[src/rtl/mem_access_ctrl_pkg.sv]
// Shared state and owner encodings for the memory access controller.
// The counter width also bounds the range of WAIT_CYCLES.
package mem_access_ctrl_pkg;

    typedef enum logic [1:0] {
        ST_IDLE   = 2'd0,
        ST_ACCESS = 2'd1,
        ST_DONE   = 2'd2
    } state_t;

    typedef enum logic {
        OWN_DATA  = 1'b0,
        OWN_FETCH = 1'b1
    } owner_t;

    localparam int WAIT_CNT_W = 4;

endpackage

[src/rtl/mem_access_ctrl_wait_timer.sv]
// Purpose: loadable down-counter that times the wait states of one memory access.
// Latency: load takes effect at the next edge; zero is combinational from the count.
// Backpressure: none; the counter holds at zero until it is reloaded.
module mem_access_ctrl_wait_timer
    import mem_access_ctrl_pkg::*;
(
    input  logic                  clk,
    input  logic                  rst,
    input  logic                  load,
    input  logic [WAIT_CNT_W-1:0] load_val,
    input  logic                  dec,
    output logic                  zero
);

    logic [WAIT_CNT_W-1:0] cnt;

    always_ff @(posedge clk or negedge rst) begin
        if (!rst) begin
            cnt <= '0;
        end else if (load) begin
            cnt <= load_val;
        end else if (dec && (cnt != '0)) begin
            cnt <= cnt - 1'b1;
        end
    end

    assign zero = (cnt == '0);

endmodule

[src/rtl/mem_access_ctrl.sv]
// Purpose: arbitrates the single-port memory between data accesses and instruction fetch.
// Latency: grant edge k, ACCESS for WAIT_CYCLES+1 cycles, done pulse in cycle k+WAIT_CYCLES+1.
// Backpressure: stall freezes the pipeline while a request is pending or being served.
module mem_access_ctrl
    import mem_access_ctrl_pkg::*;
#(
    parameter int ADDR_W      = 8,
    parameter int DATA_W      = 16,
    parameter int WAIT_CYCLES = 2
) (
    input  logic              clk,
    input  logic              rst,
    input  logic              mem_enable,
    input  logic              mem_read,
    input  logic              mem_write,
    input  logic              Intr_fetch,
    input  logic [ADDR_W-1:0] d_addr,
    input  logic [DATA_W-1:0] d_wdata,
    input  logic [ADDR_W-1:0] pc_addr,
    output logic [DATA_W-1:0] d_rdata,
    output logic [DATA_W-1:0] instr,
    output logic              d_done,
    output logic              if_done,
    output logic              stall,
    output logic              err,
    output logic              m_ce,
    output logic              m_we,
    output logic [ADDR_W-1:0] m_addr,
    output logic [DATA_W-1:0] m_wdata,
    input  logic [DATA_W-1:0] m_rdata
);

    localparam logic [WAIT_CNT_W-1:0] WAIT_LD = WAIT_CNT_W'(WAIT_CYCLES);

    state_t state;
    owner_t owner;
    logic   data_req;
    logic   fetch_req;
    logic   proto_bad;
    logic   grant;
    logic   tmr_zero;
    logic   other_req;

    assign data_req  = mem_enable & (mem_read ^ mem_write);
    assign fetch_req = Intr_fetch;
    assign proto_bad = mem_enable & mem_read & mem_write;
    assign grant     = (state == ST_IDLE) & (data_req | fetch_req);
    assign other_req = (owner == OWN_DATA) ? fetch_req : data_req;

    mem_access_ctrl_wait_timer u_wait_timer (
        .clk      (clk),
        .rst      (rst),
        .load     (grant),
        .load_val (WAIT_LD),
        .dec      (state == ST_ACCESS),
        .zero     (tmr_zero)
    );

    // Gated by rst so the pipeline is released the instant reset asserts.
    assign stall = rst & ((state == ST_ACCESS) |
                          ((state == ST_IDLE) & (data_req | fetch_req)) |
                          ((state == ST_DONE) & other_req));

    always_ff @(posedge clk or negedge rst) begin
        if (!rst) begin
            state   <= ST_IDLE;
            owner   <= OWN_DATA;
            m_ce    <= 1'b0;
            m_we    <= 1'b0;
            m_addr  <= '0;
            m_wdata <= '0;
            d_rdata <= '0;
            instr   <= '0;
            d_done  <= 1'b0;
            if_done <= 1'b0;
            err     <= 1'b0;
        end else begin
            case (state)
                ST_IDLE: begin
                    if (proto_bad) begin
                        err <= 1'b1;
                    end
                    if (data_req) begin
                        state   <= ST_ACCESS;
                        owner   <= OWN_DATA;
                        m_ce    <= 1'b1;
                        m_we    <= mem_write;
                        m_addr  <= d_addr;
                        m_wdata <= d_wdata;
                    end else if (fetch_req) begin
                        state  <= ST_ACCESS;
                        owner  <= OWN_FETCH;
                        m_ce   <= 1'b1;
                        m_we   <= 1'b0;
                        m_addr <= pc_addr;
                    end
                end
                ST_ACCESS: begin
                    if (tmr_zero) begin
                        state <= ST_DONE;
                        m_ce  <= 1'b0;
                        m_we  <= 1'b0;
                        if (owner == OWN_DATA) begin
                            d_done <= 1'b1;
                            if (!m_we) begin
                                d_rdata <= m_rdata;
                            end
                        end else begin
                            if_done <= 1'b1;
                            instr   <= m_rdata;
                        end
                    end
                end
                ST_DONE: begin
                    state   <= ST_IDLE;
                    d_done  <= 1'b0;
                    if_done <= 1'b0;
                end
                default: begin
                    state <= ST_IDLE;
                end
            endcase
        end
    end

endmodule
[config.mk]
export PLATFORM = sky130hd
export DESIGN_NAME = mem_access_ctrl
export DESIGN_NICKNAME = d
export VERILOG_FILES = /design/src/rtl/mem_access_ctrl_pkg.sv /design/src/rtl/mem_access_ctrl_wait_timer.sv /design/src/rtl/mem_access_ctrl.sv
export SDC_FILE = /design/constraint.sdc
export NUM_CORES = 1
export LEC_CHECK = 0
export BUFFER_PORTS_ARGS = -buffer_cell sky130_fd_sc_hd__buf_2
export CAP_MARGIN = 30
export CORE_MARGIN = 2
export CORE_UTILIZATION = 45
export CTS_BUF_LIST = sky130_fd_sc_hd__clkbuf_16
export DETAILED_ROUTE_END_ITERATION = 8
export HOLD_SLACK_MARGIN = 0.05
export PLACE_DENSITY_LB_ADDON = 0.12
export SETUP_SLACK_MARGIN = 0.3
export SLEW_MARGIN = 30
export SYNTH_ARGS = -nofsm -noshare
export SYNTH_HDL_FRONTEND = slang
export SYNTH_SLANG_ARGS = --single-unit
[constraint.sdc]
create_clock -name clk -period 3.8 [get_ports clk]
set_input_delay 0.38 -clock clk [delete_from_list [all_inputs] [get_ports clk]]
set_output_delay 0.38 -clock clk [all_outputs]
set_load 0.03 [all_outputs]
==> impl_metrics.json <==
{
  "root_buffer": "clkbuf_16",
  "cap_violations": 0,
  "rsz0062_at_grt": "false",
  "ant_nets": 0,
  "hold_viol_final": 0,
  "dpl.hpwl_um": 4310,
  "synthMuxAreaShare_pct": 19.3,
  "fmax_ghz": 0.477,
  "die_y_um": 82.9,
  "rrSetupSlack_ns": 1.71,
  "hp-class": "input pin to register",
  "critPathLaunchType": "input pin",
  "synth_ff_type": "dfrtp_1",
  "setup_viol": 0,
  "peakVddDrop_mv": 0.622,
  "clkPwrFrac_pct": 22.2,
  "grtUsageTotal_pct": 17.9,
  "endpoint": "stall",
  "fillers": 506,
  "synth-simple-area-share_pct": 8.97,
  "path_common_cell": "buf_2",
  "power_density_nw_per_um2": 1020,
  "grt_pass1_vias": 2041,
  "antenna_found_initial": 0,
  "final_cell_mix": "buf_2 (115), dfrtp_1 (68), mux2_1 (34)",
  "vias_per_cell": 5.18,
  "drc": 0,
  "slowest_stage": "xor2_2",
  "timing.rr.end": "m_wdata[1]",
  "ctsResizeCount": 0,
  "synth_fa_ha_area_share_pct": 0.892,
  "switching_power_mw": 1.59,
  "layout-drive-gt1-share_pct": 47.8,
  "ys_seq_area_share_pct": 60.7,
  "r2r_cells": 3,
  "p_int_mw": 2.24,
  "leakagePower_nw": 1.85,
  "slew_violations": 0,
  "detail_route.first_pass.iterations": 4,
  "holdWs_ns": 0.268,
  "portBuffers": 115,
  "row_count": 28,
  "drt-wirelength-per-cell_um": 14.9,
  "combPwrFrac_pct": 44.0,
  "hold_buffers": 0,
  "synth_compound_area_share_pct": 7.81,
  "finish.utilization_pct": 63.1,
  "period_needed_ns": 2.09,
  "via_count": 2046,
  "cp-startpoint": "mem_write",
  "required_ns": 3.42,
  "syn_area_um2": 2800,
  "synth_top_family_by_area": "multiplexers",
  "synth-async-reset-ratio_pct": 100,
  "netlist_instances": 195,
  "syn_area_per_cell_um2": 14.4,
  "swShare_pct": 41.6,
  "outcome": "finished, final reports clean",
  "clk_path_buf_depth": 2,
  "worstPathArrival_ns": 1.71,
  "initial_core_util_pct": 47.1,
  "grt-ovfl-total": 0,
  "fin_nets": 371,
  "syn_to_final_growth_pct": 34.0,
  "worst-path-max-fanout": 14,
  "p_seq_share_pct": 33.8,
  "cts_setup_buffers": 0,
  "multi_input_area_um2": 1050,
  "tightest_slew_ns": 0.824,
  "relSlewSlack_pct": 45.0,
  "final_common_cell": "buf_2",
  "endpoint_kind": "primary output",
  "clock_latency_ns": 0.32,
  "die_w_um": 82.9,
  "fin_crit_sh_pct": 55.1,
  "grt_max_degree": 69,
  "gp_congestion": 0.754,
  "fin_setup_tns_ns": 0,
  "grt_pass1_wl_um": 9960,
  "htreeDepth": 3,
  "worst-setup-path-type": "input pin to primary output",
  "synth_edf_count": 0,
  "synthXorXnorAreaFrac_pct": 0.312,
  "cts_inserted_buffers": 9,
  "pin_count": 116,
  "die-area_um2": 6880,
  "r2r-start": "state[0]",
  "crit_chain": "buf_2 > xor2_2 > nand2_1 > a311oi_1 > buf_2",
  "cts_tree": "done",
  "regArea_um2": 1700,
  "yosysWarnings": 0,
  "fin_skew_ns": 0.00495,
  "synth_fp_nets": 251,
  "synth.distinct_cells": 37,
  "clkTransAtPathRegs_ns": 0.05,
  "ys_ff_latch": 68,
  "finalWirelength_um": 5900,
  "worst_path_largest_cell_delay_ns": 0.52,
  "core-area_um2": 5960,
  "drt_iter0_drc": 84,
  "antennaDiodeCount": 0,
  "clock_sinks": 68
}
==> flip-flops by register name, summed over array words and instances (netlist names), 2 cells and up <==
name and count:
state 2, m_addr 8, d_rdata 16, u_wait_timer.cnt 4, m_wdata 16, instr 16
==> cell families after synthesis <==
group | after synthesis
fa+ha+maj | 2
compound gates | 29
mux | 48
xor+xnor | 1
flops | 68
simple gates | 35
buf+inv | 12
==> cell type report <==
type / count / share of cell area (%)
Clock buffer: 9 / 5.99
Multi-Input combinational cell: 115 / 28.0
Timing Repair Buffer: 116 / 15.5
Inverter: 5 / 0.500
Sequential cell: 68 / 45.3
Tap cell: 75 / 2.50
Clock inverter: 7 / 2.20
==> synthesized netlist by cell type (2+ instances only) <==
cell type  count  area, µm²
nand2_1        8       30.0
and3_1         8       50.1
a21o_1         2       15.0
mux2_1        34        383
inv_1          5       18.8
clkbuf_1       2       7.51
nand3_4        2       35.0
ha_1           2       25.0
nor3b_1        2       15.0
mux2_2        14        158
buf_2          4       20.0
a221o_1        8       80.1
o21ai_0        7       35.0
dfrtp_1       68       1700
or4_1          2       15.0
nor2_1         2       7.51
a21oi_1        4       20.0
o311ai_0       2       17.5
==> worst min path at each step <==
stage,startpoint,end,slack [ns],cells past startpoint
2_1_floorplan,rst,d_done,0.08,0
3_3_place_gp,if_done,if_done,0.46,2
3_5_place_dp,err,err,0.46,1
4_1_cts,d_wdata[13],m_wdata[13],0.26,2
5_1_grt,d_wdata[2],m_wdata[2],0.27,2
6_report,d_wdata[13],m_wdata[13],0.27,2
==> through the flow <==
stage	power (mW)	cell area, µm²	instances	setup slack, ns
floorplan	2.51	2800	195	1.54
global placement	2.98	3440	379	1.47
detailed placement	3.02	3440	379	1.46
CTS	3.88	3750	395	1.46
global route	4.06	3760	395	1.47
finish	3.83	3760	395	1.71
==> layer usage <==
| layer | part of all wire (%) | GRT usage, % | up-vias |
|---|---|---|---|
| met2 | 49 | 28.5 | 69 |
| li1 | - | - | 956 |
| met5 | 0 | 0 | - |
| met3 | 5.6 | 3.88 | 8 |
| met4 | 1.1 | 6.56 | 0 |
| met1 | 45 | 24.2 | 1013 |
==> critical path: cells and delay by family <==
kind | cells | cell delay [ns]
simple gates | 1 | 0.15
compound gates | 1 | 0.29
buf+inv | 2 | 0.37
xor+xnor | 1 | 0.52
==> power groups by stage <==
stage | Sequential (mW) | Combinational, mW | Clock [mW]
2_1_floorplan | 1.92 | 0.582 | 0
3_3_place_gp | 1.30 | 1.68 | 0
5_1_grt | 1.35 | 1.80 | 0.903
4_1_cts | 1.30 | 1.71 | 0.866
6_report | 1.30 | 1.69 | 0.850
3_5_place_dp | 1.31 | 1.71 | 0
No activity file was read; power rests on OpenSTA's default activity.
